===== src/rtl/pulse_word_gen.sv =====
// Pulse-train word generator: turns delay/width/period/count commands into one
// 8-bit fine-tick word per clk1x cycle for the downstream 8:1 serializer.
//
// state | meaning
// IDLE  | cmd_ready high, word_out zero, waiting for a command
// RUN   | emitting one word per cycle until the last tick of the train
module pulse_word_gen #(
  parameter int CNT_W  = 16,
  parameter int CNT8_W = 8
) (
  input  logic              clk1x,
  input  logic              rst_n,
  input  logic              cmd_valid,
  output logic              cmd_ready,
  input  logic [CNT_W-1:0]  cmd_delay,
  input  logic [CNT_W-1:0]  cmd_width,
  input  logic [CNT_W-1:0]  cmd_period,
  input  logic [CNT8_W-1:0] cmd_count,
  input  logic              abort,
  output logic [7:0]        word_out,
  output logic              busy,
  output logic              done,
  output logic              err
);

  localparam int RW = CNT_W + 4;
  localparam logic signed [RW-1:0] EIGHT = RW'(8);

  typedef enum logic {IDLE, RUN} state_t;

  state_t                   state;
  logic signed [RW-1:0]     start_rel;
  logic signed [RW-1:0]     end_rel;
  logic [CNT_W-1:0]         period_r;
  logic [CNT8_W-1:0]        k_r;
  logic [CNT8_W-1:0]        count_r;
  logic                     degen_r;

  logic [CNT_W-1:0]         w_eff_in;
  logic                     illegal_in;
  logic                     accept;
  logic signed [RW-1:0]     per_s;
  logic signed [RW-1:0]     delay_s;
  logic signed [RW-1:0]     weff_s;
  logic [CNT8_W:0]          k_p1;
  logic [CNT8_W:0]          cnt_ext;
  logic                     is_last_k;
  logic                     is_pen_k;
  logic                     has_next;
  logic signed [RW-1:0]     last_end;
  logic                     frame_last;
  logic                     advance;
  logic signed [RW-1:0]     next_start;
  logic signed [RW-1:0]     next_end;
  logic [7:0]               word_c;
  logic signed [RW-1:0]     ti;

  always_comb begin
    w_eff_in   = (cmd_count > CNT8_W'(1) && cmd_width > cmd_period) ? cmd_period : cmd_width;
    illegal_in = (cmd_count > CNT8_W'(1)) && (cmd_period < CNT_W'(8));
    accept     = (state == IDLE) && cmd_valid && !abort;
    delay_s    = {4'b0000, cmd_delay};
    weff_s     = {4'b0000, w_eff_in};
    per_s      = {4'b0000, period_r};
  end

  // Pulse k and k+1 are the only candidates for the current frame since period >= 8
  always_comb begin
    k_p1       = {1'b0, k_r} + (CNT8_W+1)'(1);
    cnt_ext    = {1'b0, count_r};
    is_last_k  = (k_p1 == cnt_ext);
    is_pen_k   = ((k_p1 + (CNT8_W+1)'(1)) == cnt_ext);
    has_next   = (k_p1 < cnt_ext);
    last_end   = is_last_k ? end_rel : (end_rel + per_s);
    frame_last = (is_last_k || is_pen_k) && (last_end <= EIGHT);
    advance    = has_next && (end_rel <= EIGHT);
    next_start = advance ? (start_rel + per_s - EIGHT) : (start_rel - EIGHT);
    next_end   = advance ? (end_rel + per_s - EIGHT) : (end_rel - EIGHT);
    word_c     = 8'h00;
    ti         = '0;
    for (int i = 0; i < 8; i++) begin
      ti = RW'(i);
      if (ti >= start_rel && ti < end_rel)
        word_c[i] = 1'b1;
      if (has_next && ti >= start_rel + per_s && ti < end_rel + per_s)
        word_c[i] = 1'b1;
    end
  end

  always_ff @(posedge clk1x or negedge rst_n) begin
    if (!rst_n) begin
      state     <= IDLE;
      word_out  <= 8'h00;
      busy      <= 1'b0;
      done      <= 1'b0;
      err       <= 1'b0;
      cmd_ready <= 1'b1;
      start_rel <= '0;
      end_rel   <= '0;
      period_r  <= '0;
      k_r       <= '0;
      count_r   <= '0;
      degen_r   <= 1'b0;
    end else begin
      case (state)
        IDLE: begin
          word_out <= 8'h00;
          done     <= 1'b0;
          if (accept) begin
            if (illegal_in) begin
              err <= 1'b1;
            end else begin
              state     <= RUN;
              busy      <= 1'b1;
              cmd_ready <= 1'b0;
              start_rel <= delay_s;
              end_rel   <= delay_s + weff_s;
              period_r  <= cmd_period;
              count_r   <= cmd_count;
              k_r       <= '0;
              degen_r   <= (cmd_count == '0) || (w_eff_in == '0);
            end
          end
        end
        RUN: begin
          if (abort) begin
            word_out  <= 8'h00;
            done      <= 1'b0;
            state     <= IDLE;
            busy      <= 1'b0;
            cmd_ready <= 1'b1;
          end else if (degen_r || frame_last) begin
            word_out  <= degen_r ? 8'h00 : word_c;
            done      <= 1'b1;
            state     <= IDLE;
            busy      <= 1'b0;
            cmd_ready <= 1'b1;
          end else begin
            word_out  <= word_c;
            done      <= 1'b0;
            start_rel <= next_start;
            end_rel   <= next_end;
            if (advance)
              k_r <= k_r + CNT8_W'(1);
          end
        end
        default: state <= IDLE;
      endcase
    end
  end

endmodule


===== config.mk =====
export PLATFORM = sky130hd
export DESIGN_NAME = pulse_word_gen
export DESIGN_NICKNAME = d
export VERILOG_FILES = /design/src/rtl/pulse_word_gen.sv
export SDC_FILE = /design/constraint.sdc
export NUM_CORES = 1
export LEC_CHECK = 0
export ABC_CLOCK_PERIOD_IN_PS = 11000
export CORE_ASPECT_RATIO = 1.4
export CORE_MARGIN = 1
export CORE_UTILIZATION = 65
export CTS_CLUSTER_SIZE = 30
export DETAILED_ROUTE_END_ITERATION = 10
export GPL_TIMING_DRIVEN = 0
export HOLD_SLACK_MARGIN = 0.03
export MAX_ROUTING_LAYER = met4
export PLACE_DENSITY = 0.87
export SLEW_MARGIN = 5
export SYNTH_ARGS = -nofsm -noshare
export SYNTH_HDL_FRONTEND = slang
export SYNTH_SLANG_ARGS = --single-unit

===== constraint.sdc =====
create_clock -name clk1x -period 11 [get_ports clk1x]
set_input_delay 2.2 -clock clk1x [delete_from_list [all_inputs] [get_ports clk1x]]
set_output_delay 2.2 -clock clk1x [all_outputs]
set_load 0.05 [all_outputs]

==> results.md <==
- Post-Syn Instances: 1188
- Leak: 4.47 nW
- Vias in the first global route: 9604
- RD Place Congestion: 1.07
- Pwr Density: 322 nW/um^2
- Reg2reg start: k_r[1]
- Distinct cells, synth: 79
- Pre-Repair DR Iteration Count: 6
- Most common cell after layout, fill and taps aside: nor2_1
- Placed Instances: 1445
- TritonCTS buffer count: 9
- Cell Area, Synth: between 9000 and 10000 sq um
- Pins Over Slew Limit: 0
- Seq/Total Area, Yosys: 0.230
- Final wirelength: 32.7 mm
- Arr. time, crit path: 8.03 ns
- I/O Buffers: approximately 70
- Crit end category: flip-flop
- Min-delay src: cmd_ready
- Resized cells post-CTS: 0
- Commonest non-fill, non-tap cells in the layout: nor2_1 (110), nand2_1 (108), a21oi_1 (93)
- Syn Area/Cell: 7.88 sq um
- CP startpoint: cmd_period[1]
- Max Root-Sink Buffers: 2
- Max Cap Viol: 0
- Syn_nets: 1329
- Peak supply drop: about 0.00024 V
- Die Wd: 103 microns
- Worst R2R Setup Slack: 4.29 ns
- Initial antenna violation count: 1
- WP data required: 11.26 ns
- Yosys warns: 0
- Worst setup SP type: input port
- Clock Root Buffer: clkbuf_16
- Asr flop ratio synth: 1.00
- Worst-path maximum fanout: 10
- Clock Skew: between 0.005 and 0.006 ns
- Leading area contributor after synthesis: dfrtp_1
- Worst-path clk slew: 0.07 ns
- Final period util: 0.706
- ANT nets after route: 0
- I/O pin count: 72
- Via count: 9938
- Final Hold Viols: 0
- Post-synth EDFFs: 0
- DRT iter0 DRCs: 1073
- RSZ-0062 raised after global routing: false
- CP top delay family: compound AO/OA/AOI/OAI gates
- Status: finished clean
- CTS sink cnt: 86
- Worst path max stage delay: 0.52 ns
- # rows: 51
- CTS tree: yes
- Setup bufs post-CTS: 0
- Setup TNS: 0 ns
- Setup violators final: 0
- Vias/cell: 6.79
- Core Area: between 10000 and 15000 sq um
- DR DRC count: 0
- Hold buffers post-CTS: 0
- Area contributors post-synth: dfrtp_1 (23%), ha_1 (10%), xnor2_1 (5.8%), a21oi_1 (5.0%), o21ai_0 (4.7%)
- Fmax: 0.129 GHz
- GRT Overall Usage: 0.467
- Die height: around 140 microns
- Post-layout nets: between 1000 and 1500
- First-pass GRT wire length: 50.0 mm
- Total grt overflow: 0
- Largest net degree at the start of global routing: 47
- Hpwl dp: 25.8 mm
- Number of synthesized register bits: 86
- Top_reg_cell synth: dfrtp_1
- Worst Tran Pin Value: about 1.3 ns
- Die ar.: 14900 sq um
- Share of cells above drive strength 1: 0.0713
- Clock Latency Late Sink: roughly 0.37 ns
- Synth top area share: 0.227
- Crit-path slowest cell: clkdlybuf4s50_1
- Wire per inst: roughly 22 microns
- CTS H-Tree Depth: 3
- Worst path bufs/invs: 4
- Type of the most critical hold path: flip-flop to flip-flop
- Tmin final: 7.77 ns
- Max-Slew Margin vs Limit: 0.108
- Area grow syn2layout: 13.6%
- Post-route insts no fill: roughly 1500
- Starting Density: 0.670
- CP dominant cell by count: o21ai_0
- Crit Path Class: input port to flip-flop
## sequential cells by signal, indices dropped and copies added, names as in the netlist
register,cells
done,1
word_out,8
state,1
cmd_ready,1
end_rel,20
err,1
busy,1
degen_r,1
k_r,8
count_r,8
period_r,16
start_rel,20
## layer usage
metal / GRT usage / vias to the layer above / wire (microns)
li1: - / 4542 / -
met1: 0.519 / 4602 / 11500
met2: 0.714 / 598 / 15100
met3: 0.0976 / 196 / 3140
met4: 0.381 / 0 / 2960
met5: - / - / 0
## worst reg2reg max path: cells and delay by family, from the launching register on
family	cells	cell delay, ns
flip-flops	1	0.46
multiplexers	1	0.27
AO/OA/AOI/OAI	3	0.73
buffers and inverters	5	2.25
AND/OR/NAND/NOR	6	1.67
XOR/XNOR	2	0.45
adder cells (fa/ha/maj)	3	0.76
## cell usage after synthesis (5+ instances only)
| cell | n |
|---|---|
| nand2b_1 | 12 |
| o21a_1 | 18 |
| and4_1 | 6 |
| nand2_1 | 108 |
| a31oi_1 | 11 |
| nor2_1 | 110 |
| nor2b_1 | 11 |
| dfrtp_1 | 85 |
| o22ai_1 | 7 |
| nand4_1 | 14 |
| inv_1 | 50 |
| o21ai_1 | 8 |
| nor3b_1 | 9 |
| buf_2 | 9 |
| ha_1 | 78 |
| a211oi_1 | 12 |
| mux2i_1 | 13 |
| xor2_1 | 34 |
| a311oi_1 | 6 |
| or2_2 | 12 |
| or3_1 | 8 |
| o221ai_1 | 5 |
| xnor2_1 | 62 |
| nor3_1 | 30 |
| nand3_1 | 34 |
| o21ai_0 | 87 |
| or4_1 | 9 |
| mux2_2 | 25 |
| and2_1 | 8 |
| nand3b_1 | 5 |
| a21o_1 | 21 |
| buf_4 | 9 |
| nor4_1 | 15 |
| a21oi_1 | 93 |
| o31ai_1 | 8 |
| o211ai_1 | 24 |
| and3_1 | 14 |
| clkbuf_1 | 34 |
## stage by stage
step / utilization / setup WS [ns] / power [W] / cell area [sq um] / hold WS [ns]
after global routing: 0.761 / 2.86 / 0.00365 / 10600 / 0.508
after floorplan: - / 4.52 / 0.00236 / 9360 / 0.466
after global placement: 0.737 / 3.22 / 0.00296 / 10300 / 0.460
final: 0.761 / 3.23 / 0.00343 / 10600 / 0.479
after CTS: 0.761 / 3.42 / 0.00334 / 10600 / 0.476
after detailed placement: 0.739 / 3.07 / 0.00301 / 10300 / 0.459
## path summary, 6_finish.rpt
path | endpoint | depth (start not counted)
worst max-delay path | end_rel[15] | 26
worst min-delay path | cmd_ready | 2
worst max register to register | start_rel[19] | 20
worst min register to register | cmd_ready | 2
max in group asynchronous | cmd_ready | 2
min in group asynchronous | end_rel[8] | 1
## cells by family after synthesis
group,Yosys count,synth area share
AND/OR/NAND/NOR,417,0.221
AO/OA/AOI/OAI,360,0.251
buffers and inverters,108,0.0489
XOR/XNOR,98,0.0946
flip-flops,86,0.230
adder cells (fa/ha/maj),81,0.111
multiplexers,38,0.0440
## where the power goes
group          total [W]  switching (W)  internal, W
Combinational    0.00247        0.00150     0.000969
Clock           0.000323       0.000162     0.000161
Sequential      0.000636       0.000201     0.000435
## area by class of cell
| class | instances | area (sq um) |
|---|---|---|
| tap | 185 | 231 |
| sequential | 86 | 2150 |
| inverter | 51 | 191 |
| clock buffer | 9 | 225 |
| buffer | 57 | 267 |
| timing repair buffer | 72 | 736 |
| antenna | 2 | 5.00 |
| clock inverter | 7 | 80.1 |
| multi-input combinational | 994 | 6750 |
| fill | 1023 | 3340 |
Power figures use the tool's default switching activity.
